$ cat src/rtl/pipeline_ctrl.sv
// Pipeline hazard/stall controller for a 5-stage core: memory-miss wait, load-use
// stall, branch flush and halt drain, with stall/flush statistics and a memory timeout.
module pipeline_ctrl #(
  parameter int unsigned WAIT_LIMIT   = 255,
  parameter int unsigned DRAIN_CYCLES = 3
) (
  input  logic        clk_in,
  input  logic        rst_n_in,
  input  logic        hdu_stall_in,
  input  logic        branch_taken_in,
  input  logic        halt_in,
  input  logic        dmem_req_in,
  input  logic        dmem_ready_in,
  output logic        pc_wr_out,
  output logic        if_id_wr_out,
  output logic        id_ex_wr_out,
  output logic        ex_mem_wr_out,
  output logic        mem_wb_wr_out,
  output logic        if_id_flush_out,
  output logic        id_ex_flush_out,
  output logic        mem_wb_flush_out,
  output logic [1:0]  state_out,
  output logic        halted_out,
  output logic        mem_timeout_out,
  output logic [15:0] stall_cnt_out,
  output logic [15:0] flush_cnt_out
);

  typedef enum logic [1:0] {
    ST_RUN      = 2'd0,
    ST_MEM_WAIT = 2'd1,
    ST_DRAIN    = 2'd2,
    ST_HALTED   = 2'd3
  } state_t;

  localparam logic [15:0] WAIT_LIM16  = 16'(WAIT_LIMIT);
  localparam logic [15:0] DRAIN_LOAD  = 16'(DRAIN_CYCLES);
  localparam logic [15:0] CNT_MAX     = 16'hFFFF;

  // Handshake: a data access is outstanding when dmem_req_in is high; it completes
  // in the cycle dmem_ready_in is high. A miss is a request without ready.

  state_t      r_state;
  logic [15:0] r_drain_cnt;
  logic [15:0] r_wait_cnt;
  logic        r_timeout;
  logic [15:0] r_stall_cnt;
  logic [15:0] r_flush_cnt;

  state_t      w_next_state;
  logic        w_miss;
  logic        w_pc_wr;
  logic        w_if_id_wr;
  logic        w_id_ex_wr;
  logic        w_ex_mem_wr;
  logic        w_mem_wb_wr;
  logic        w_if_id_flush;
  logic        w_id_ex_flush;
  logic        w_mem_wb_flush;
  logic        w_enter_wait;
  logic        w_enter_drain;
  logic [15:0] w_wait_nxt;

  assign w_miss = dmem_req_in & ~dmem_ready_in;

  always_comb begin
    w_next_state   = r_state;
    w_pc_wr        = 1'b1;
    w_if_id_wr     = 1'b1;
    w_id_ex_wr     = 1'b1;
    w_ex_mem_wr    = 1'b1;
    w_mem_wb_wr    = 1'b1;
    w_if_id_flush  = 1'b0;
    w_id_ex_flush  = 1'b0;
    w_mem_wb_flush = 1'b0;
    if (rst_n_in) begin
      case (r_state)
        ST_RUN: begin
          if (w_miss) begin
            w_pc_wr        = 1'b0;
            w_if_id_wr     = 1'b0;
            w_id_ex_wr     = 1'b0;
            w_ex_mem_wr    = 1'b0;
            w_mem_wb_flush = 1'b1;
            w_next_state   = ST_MEM_WAIT;
          end else if (hdu_stall_in) begin
            w_pc_wr       = 1'b0;
            w_if_id_wr    = 1'b0;
            w_id_ex_flush = 1'b1;
          end else if (halt_in) begin
            w_next_state = ST_DRAIN;
          end else if (branch_taken_in) begin
            w_if_id_flush = 1'b1;
          end
        end
        ST_MEM_WAIT: begin
          // The completing cycle releases the pipeline with default controls.
          if (!dmem_ready_in) begin
            w_pc_wr        = 1'b0;
            w_if_id_wr     = 1'b0;
            w_id_ex_wr     = 1'b0;
            w_ex_mem_wr    = 1'b0;
            w_mem_wb_flush = 1'b1;
          end else begin
            w_next_state = ST_RUN;
          end
        end
        ST_DRAIN: begin
          if (w_miss) begin
            w_pc_wr        = 1'b0;
            w_if_id_wr     = 1'b0;
            w_id_ex_wr     = 1'b0;
            w_ex_mem_wr    = 1'b0;
            w_mem_wb_flush = 1'b1;
          end else begin
            w_pc_wr       = 1'b0;
            w_if_id_flush = 1'b1;
            if (r_drain_cnt <= 16'd1) begin
              w_next_state = ST_HALTED;
            end
          end
        end
        default: begin
          w_pc_wr     = 1'b0;
          w_if_id_wr  = 1'b0;
          w_id_ex_wr  = 1'b0;
          w_ex_mem_wr = 1'b0;
          w_mem_wb_wr = 1'b0;
        end
      endcase
    end
  end

  assign w_enter_wait  = (r_state == ST_RUN) && (w_next_state == ST_MEM_WAIT);
  assign w_enter_drain = (r_state == ST_RUN) && (w_next_state == ST_DRAIN);
  assign w_wait_nxt    = (r_wait_cnt == CNT_MAX) ? r_wait_cnt : r_wait_cnt + 16'd1;

  always_ff @(posedge clk_in or negedge rst_n_in) begin
    if (!rst_n_in) begin
      r_state     <= ST_RUN;
      r_drain_cnt <= 16'd0;
      r_wait_cnt  <= 16'd0;
      r_timeout   <= 1'b0;
      r_stall_cnt <= 16'd0;
      r_flush_cnt <= 16'd0;
    end else begin
      r_state <= w_next_state;

      if (w_enter_drain) begin
        r_drain_cnt <= DRAIN_LOAD;
      end else if ((r_state == ST_DRAIN) && !w_miss && (r_drain_cnt != 16'd0)) begin
        r_drain_cnt <= r_drain_cnt - 16'd1;
      end

      // Timeout stays sticky; the FSM keeps waiting for the memory regardless.
      if (w_enter_wait) begin
        r_wait_cnt <= 16'd0;
      end else if (r_state == ST_MEM_WAIT) begin
        r_wait_cnt <= w_wait_nxt;
        if (w_wait_nxt >= WAIT_LIM16) begin
          r_timeout <= 1'b1;
        end
      end

      if (!w_pc_wr && (r_stall_cnt != CNT_MAX)) begin
        r_stall_cnt <= r_stall_cnt + 16'd1;
      end
      if (w_if_id_flush && (r_flush_cnt != CNT_MAX)) begin
        r_flush_cnt <= r_flush_cnt + 16'd1;
      end
    end
  end

  assign pc_wr_out        = w_pc_wr;
  assign if_id_wr_out     = w_if_id_wr;
  assign id_ex_wr_out     = w_id_ex_wr;
  assign ex_mem_wr_out    = w_ex_mem_wr;
  assign mem_wb_wr_out    = w_mem_wb_wr;
  assign if_id_flush_out  = w_if_id_flush;
  assign id_ex_flush_out  = w_id_ex_flush;
  assign mem_wb_flush_out = w_mem_wb_flush;
  assign state_out        = r_state;
  assign halted_out       = (r_state == ST_HALTED);
  assign mem_timeout_out  = r_timeout;
  assign stall_cnt_out    = r_stall_cnt;
  assign flush_cnt_out    = r_flush_cnt;

endmodule
$ cat config.mk
export PLATFORM = sky130hd
export DESIGN_NAME = pipeline_ctrl
export DESIGN_NICKNAME = d
export VERILOG_FILES = /design/src/rtl/pipeline_ctrl.sv
export SDC_FILE = /design/constraint.sdc
export NUM_CORES = 1
export LEC_CHECK = 0
export BUFFER_PORTS_ARGS = -buffer_cell sky130_fd_sc_hd__buf_2
export CAP_MARGIN = 10
export CORE_MARGIN = 8
export CORE_UTILIZATION = 35
export DETAILED_ROUTE_END_ITERATION = 10
export GPL_TIMING_DRIVEN = 0
export PLACE_DENSITY = 0.51
export SLEW_MARGIN = 15
export SYNTH_ARGS = -nofsm -noshare
export SYNTH_HDL_FRONTEND = slang
export SYNTH_SLANG_ARGS = --single-unit
export TNS_END_PERCENT = 50
$ cat constraint.sdc
create_clock -name clk_in -period 2.8 [get_ports clk_in]
set_input_delay 0.56 -clock clk_in [delete_from_list [all_inputs] [get_ports clk_in]]
set_output_delay 0.56 -clock clk_in [all_outputs]
set_load 0.02 [all_outputs]
# After elaboration in Yosys (flattened, before gate mapping)
# Cells that the tools add are included.
# classes
div_mod_pow,0
n_bitwise,3
add_sub_neg,4
shift,0
muxes,39
eq_ne,8
n_lt_le_gt_ge,2
n_reduce_logical,15
mul,0
# op_table
operator,count
$mux W16,5
$add A16 B1 Y16 const B,3
$ne A16 B16 Y1 const B,2
$mux W1,21
$eq A16 B16 Y1 const B,1
$ge A16 B8 Y1 const B,1
$le A16 B1 Y1 const B,1
$reduce_bool A16 Y1,1
$sub A16 B1 Y16 const B,1
$mux W2,7
$pmux W1 S2,4
$eq A2 B2 Y1 const B,3
$logic_and A1 B1 Y1,6
$pmux W2 S3,1
$eq A2 B1 Y1 const B,2
$reduce_bool A2 Y1,2
$pmux W1 S3,1
$reduce_and A3 Y1,1
$reduce_or A3 Y1,1
$logic_not A1 Y1,2
$logic_not A2 Y1,1
$not A1 Y1,2
$reduce_or A2 Y1,1
$and A1 B1 Y1,1
# totals
ramBits,0
out_inout_bits,44
latchBits,0
rom_bits,0
word_cells,77
in_bits,7
regBits,67
memories,0

# Longest topological paths before layout
# logic_depth
ltp_word,9
depth_mapped,8
ltp_nobuf,8

# Least setup slack after synthesis
# No wires, ideal clock.
# synth_timing
path_type,reg-to-output
start,"reg r_state[0], in the netlist state_out[0]"
end,out mem_wb_flush_out
t_arrival_ps,1799
setup_slack_ps,441
t_required_ps,2240
stages_incl_launch_ff,7
n_path_buf,2
path_cell_list,dfrtp_1 > clkbuf_1 > inv_1 > nor2_1 > clkbuf_1 > a21oi_1 > nor3b_1
# synth_between
elab_chain_cells,4
elab_cells_between_ends,6
cone_classes,2 x eq/ne; 2 x mux; 2 x reduce/logical
# synth_rtl
item,line_no,source
"start, declared",43,state_t r_state;
"start signal, assigned",147,r_state <= w_next_state;
$eq A2 B2 Y1 / $logic_not A2 Y1 (equally long branches),77,case (r_state)
$reduce_or A2 Y1 (no source line),--,
$pmux W1 S2 *,77,
$mux W1 *,76,if (rst_n_in) begin
"end, declared",21,"output logic mem_wb_flush_out,"
# Every way passes the cells marked *; elsewhere a longest branch is shown, timed or not.

# Worst setup path in the final report
# Same ends and word-level chain as after synthesis.

==> impl_metrics.py <==
metrics = {
    "critical_path": {
        "timing.rr.end": "mem_timeout_out$_DFFE_PN0P_",
        "crit_path_start_kind": "flop",
        "r2r_setup_slack_ns": 0.27,
        "timing.setup.critical_path_class": "reg2out",
        "slowest_delay_ns": 0.52,
        "worstPathCellList": "inv_1 -> nor2_1 -> clkbuf_2 -> a21oi_1 -> nor3b_1 -> buf_2",
        "capturing_element_type_of_the_critical_path": "primary output",
        "worst-endpoint-arrival_ns": 2.01,
        "critical_path.slowest_cell": "sky130_fd_sc_hd__dfrtp_1",
        "cp_data_required_time_ns": 2.24,
        "r2r-start": "r_wait_cnt[0]$_DFFE_PN0P_",
        "worstPathMaxFanout": 10,
        "timing.reg2reg.worst_path_depth": 7,
    },
    "global_route": {
        "grt_start_max_net_pins": 60,
        "grt_use_total_pct": 13.17,
        "globalRouteOverflowTotal": 0,
        "antenna_found_initial": 1,
        "global_route_wire_length_before_repair_um": 15500,
        "vias_in_the_first_global_route": 3070,
    },
    "layout": {
        "share_of_layout_cells_above_drive_strength_1_pct": 21.65,
        "syn_to_final_growth_pct": 16.90,
        "final_cell_count_no_fill": 602,
        "postLayoutCoreUtil_pct": 41.33,
        "regArea_um2": 1677,
        "final_nets": 470,
        "antennaDiodeCount": 0,
        "stdcell_area_um2": 4422,
        "fillers": 1094,
        "multi_input_area_um2": 1976,
    },
    "placement": {
        "place.detailed.hpwl_um": 6530,
        "routabilityCongestion": 0.8137,
        "place.detailed.instances": 587,
        "postPlaceCellArea_um2": 4238,
        "placement.setup.worst_slack_ns": 0.1192,
        "place.port_buffers": 50,
    },
    "clocking": {
        "path_clk_slew_ns": 0.08,
        "clock_latency_ns": 0.34,
        "clock_tree.htree_level_count": 3,
        "holdBufCountCts": 0,
        "post_cts.repair.setup_buffers": 0,
        "cts_made_buffers": 9,
        "clk_root_buffer_cell": "sky130_fd_sc_hd__clkbuf_8",
        "tritoncts_clock_tree": "built",
        "cts.sink_count": 67,
        "ctsLongestPathBuffers": 2,
    },
    "drt": {
        "top_layer_used": "met5",
        "wl_met1_um": 4328,
        "initialDrtViolationCount": 165,
        "routed_via_density": 5.284,
        "detailroute.wirelength.met2_um": 4379,
        "detail_route.first_pass.iterations": 5,
        "drt_wl_cell_um": 15.23,
        "via_count": 3181,
        "drt_wl_total_um": 9171,
        "dr_wl_met3_um": 390,
        "drcViolationCount": 0,
        "route.antenna.remaining_nets": 0,
    },
    "sta": {
        "tightest_slew_ns": 0.7035,
        "min_period_ns": 2.565,
        "setup_ws_ns": 0.2346,
        "finalSetupViolCount": 0,
        "slew_headroom_pct": 52.74,
        "slew_viol_final": 0,
        "final_hold_violation_count": 0,
        "worst_clock_skew_ns": 0.01229,
        "fin_crit_sh_pct": 91.62,
        "grt_setup_unrepaired": "no",
        "timing.fmax_mhz": 389.8,
        "holdWs_ns": 0.08017,
    },
    "job": {
        "max_cap_viol_count": 0,
    },
    "floorplanning": {
        "floorplan.die_area_um2": 14390,
        "die_width_um": 120.0,
        "design.portCount": 51,
        "initial_utilization_pct": 35.36,
        "floorplan.core_area_um2": 10700,
        "std_cell_rows": 38,
        "die_outline_height_um": 120.0,
    },
    "yosys": {
        "syn_nets": 409,
        "post-synth-top-area-fraction_pct": 44.33,
        "ffs_w_async_s_r_synth_pct": 100.0,
        "ys.warnings.count": 0,
        "yosys-top-cells-area": "sky130_fd_sc_hd__dfrtp_1, sky130_fd_sc_hd__xnor2_1, sky130_fd_sc_hd__nor2_1",
        "yosys_register_bits": 67,
        "syn_avg_cell_area_um2": 9.551,
        "ys_dominant_reg_cell": "sky130_fd_sc_hd__dfrtp_1",
        "syn-instance-count": 396,
        "synth_edf_count": 0,
        "syn_area_um2": 3782,
        "synth_sequential_area_ratio_pct": 44.33,
        "synth_top_cell_by_area": "sky130_fd_sc_hd__dfrtp_1",
        "synth_cell_types": 61,
    },
    "pwr": {
        "p_leak_nw": 1.948,
        "worst_ir_drop_vdd_mv": 0.3860,
        "cellPowerDensity_nw_per_um2": 816.1,
    },
    "status": {
        "run_status": "completed",
    },
    "hold_path": {
        "min_path_type": "in2async",
    },
}
==> per-layer routing <==
layer | global-route usage, % | up-vias
met5 | 0 | -
met1 | 16.99 | 1562
met4 | 3.435 | 2
li1 | - | 1555
met2 | 21.10 | 56
met3 | 3.899 | 6
==> worst max path at each step <==
stage / startpoint / endpoint / depth (start not counted)
after global placement: rst_n_in / r_drain_cnt[8]$_DFFE_PN0P_ / 6
after CTS: state_out[0]$_DFF_PN0_ / mem_wb_flush_out / 7
after detailed placement: rst_n_in / r_drain_cnt[3]$_DFFE_PN0P_ / 7
after global routing: r_wait_cnt[0]$_DFFE_PN0P_ / mem_timeout_out$_DFFE_PN0P_ / 7
final: state_out[0]$_DFF_PN0_ / mem_wb_flush_out / 6
after floorplan: state_out[0]$_DFF_PN0_ / mem_wb_flush_out / 6
==> layout make-up <==
cell class / count / area share [%]
inverter: 10 / 0.8489
tap: 140 / 3.962
clock buffer: 10 / 3.113
sequential: 67 / 37.92
clock inverter: 6 / 1.104
buffer: 15 / 2.037
timing repair buffer: 51 / 6.338
multi-input combinational: 303 / 44.68
==> synth_stat cells (3+ instances only) <==
| master | n |
|---|---|
| sky130_fd_sc_hd__ha_1 | 6 |
| sky130_fd_sc_hd__and4_1 | 4 |
| sky130_fd_sc_hd__a21oi_1 | 21 |
| sky130_fd_sc_hd__clkbuf_1 | 7 |
| sky130_fd_sc_hd__buf_4 | 6 |
| sky130_fd_sc_hd__inv_1 | 10 |
| sky130_fd_sc_hd__xnor2_1 | 35 |
| sky130_fd_sc_hd__nor3_1 | 11 |
| sky130_fd_sc_hd__nor3b_1 | 4 |
| sky130_fd_sc_hd__nand4_1 | 14 |
| sky130_fd_sc_hd__nor2b_1 | 4 |
| sky130_fd_sc_hd__o21ai_0 | 20 |
| sky130_fd_sc_hd__a22o_1 | 3 |
| sky130_fd_sc_hd__or2_2 | 3 |
| sky130_fd_sc_hd__nor4_1 | 3 |
| sky130_fd_sc_hd__nor4_2 | 5 |
| sky130_fd_sc_hd__mux2_2 | 3 |
| sky130_fd_sc_hd__nor2_1 | 39 |
| sky130_fd_sc_hd__xor2_1 | 8 |
| sky130_fd_sc_hd__nand3_1 | 29 |
| sky130_fd_sc_hd__a31oi_1 | 7 |
| sky130_fd_sc_hd__dfrtp_1 | 67 |
| sky130_fd_sc_hd__and2_1 | 3 |
| sky130_fd_sc_hd__and3_1 | 11 |
| sky130_fd_sc_hd__nand2_1 | 31 |
==> metrics by stage <==
stage,TNS (ns),power [mW]
2_1_floorplan,0,2.434
3_3_place_gp,-28.90,2.841
3_5_place_dp,0,2.865
4_1_cts,0,3.659
5_1_grt,0,3.883
6_report,0,3.609
==> flip-flops by register name, summed over array words and instances (netlist names) <==
register         cells
r_drain_cnt         16
state_out            2
flush_cnt_out       16
r_wait_cnt          16
stall_cnt_out       16
mem_timeout_out      1
==> cells by family after synthesis <==
| logic type | synth area share, % |
|---|---|
| xor+xnor | 9.957 |
| compound gates | 12.67 |
| mux | 1.158 |
| simple gates | 26.46 |
| flops | 44.33 |
| fa+ha+maj | 1.985 |
| buf+inv | 3.440 |
==> power by group <==
part | internal [mW] | switching (mW)
registers | 1.19 | 0.293
logic | 0.526 | 0.827
clock network | 0.353 | 0.415
total | 2.07 | 1.54
==> worst max-delay path, delay by kind of cell, from the launching register on <==
family / cells / cell delay, ns
AO/OA/AOI/OAI: 1 / 0.07
buffers and inverters: 3 / 0.62
flip-flops: 1 / 0.52
AND/OR/NAND/NOR: 2 / 0.46
==> layout by cell type (no fill, tap or decap), drive strengths merged, types with 15 or more instances in the layout <==
master	n
buf	60
o21ai	20
a21oi	22
nand4	15
nor2	39
clkbuf	16
xnor2	35
dfrtp	67
nand2	32
nand3	30
==> timing repair <==
action	in CTS	in global routing
pin swaps	0	0
gates resized for setup	1	0
setup endpoints to repair	1	1
hold endpoints to repair	0	0
Power figures use the tool's default switching activity.
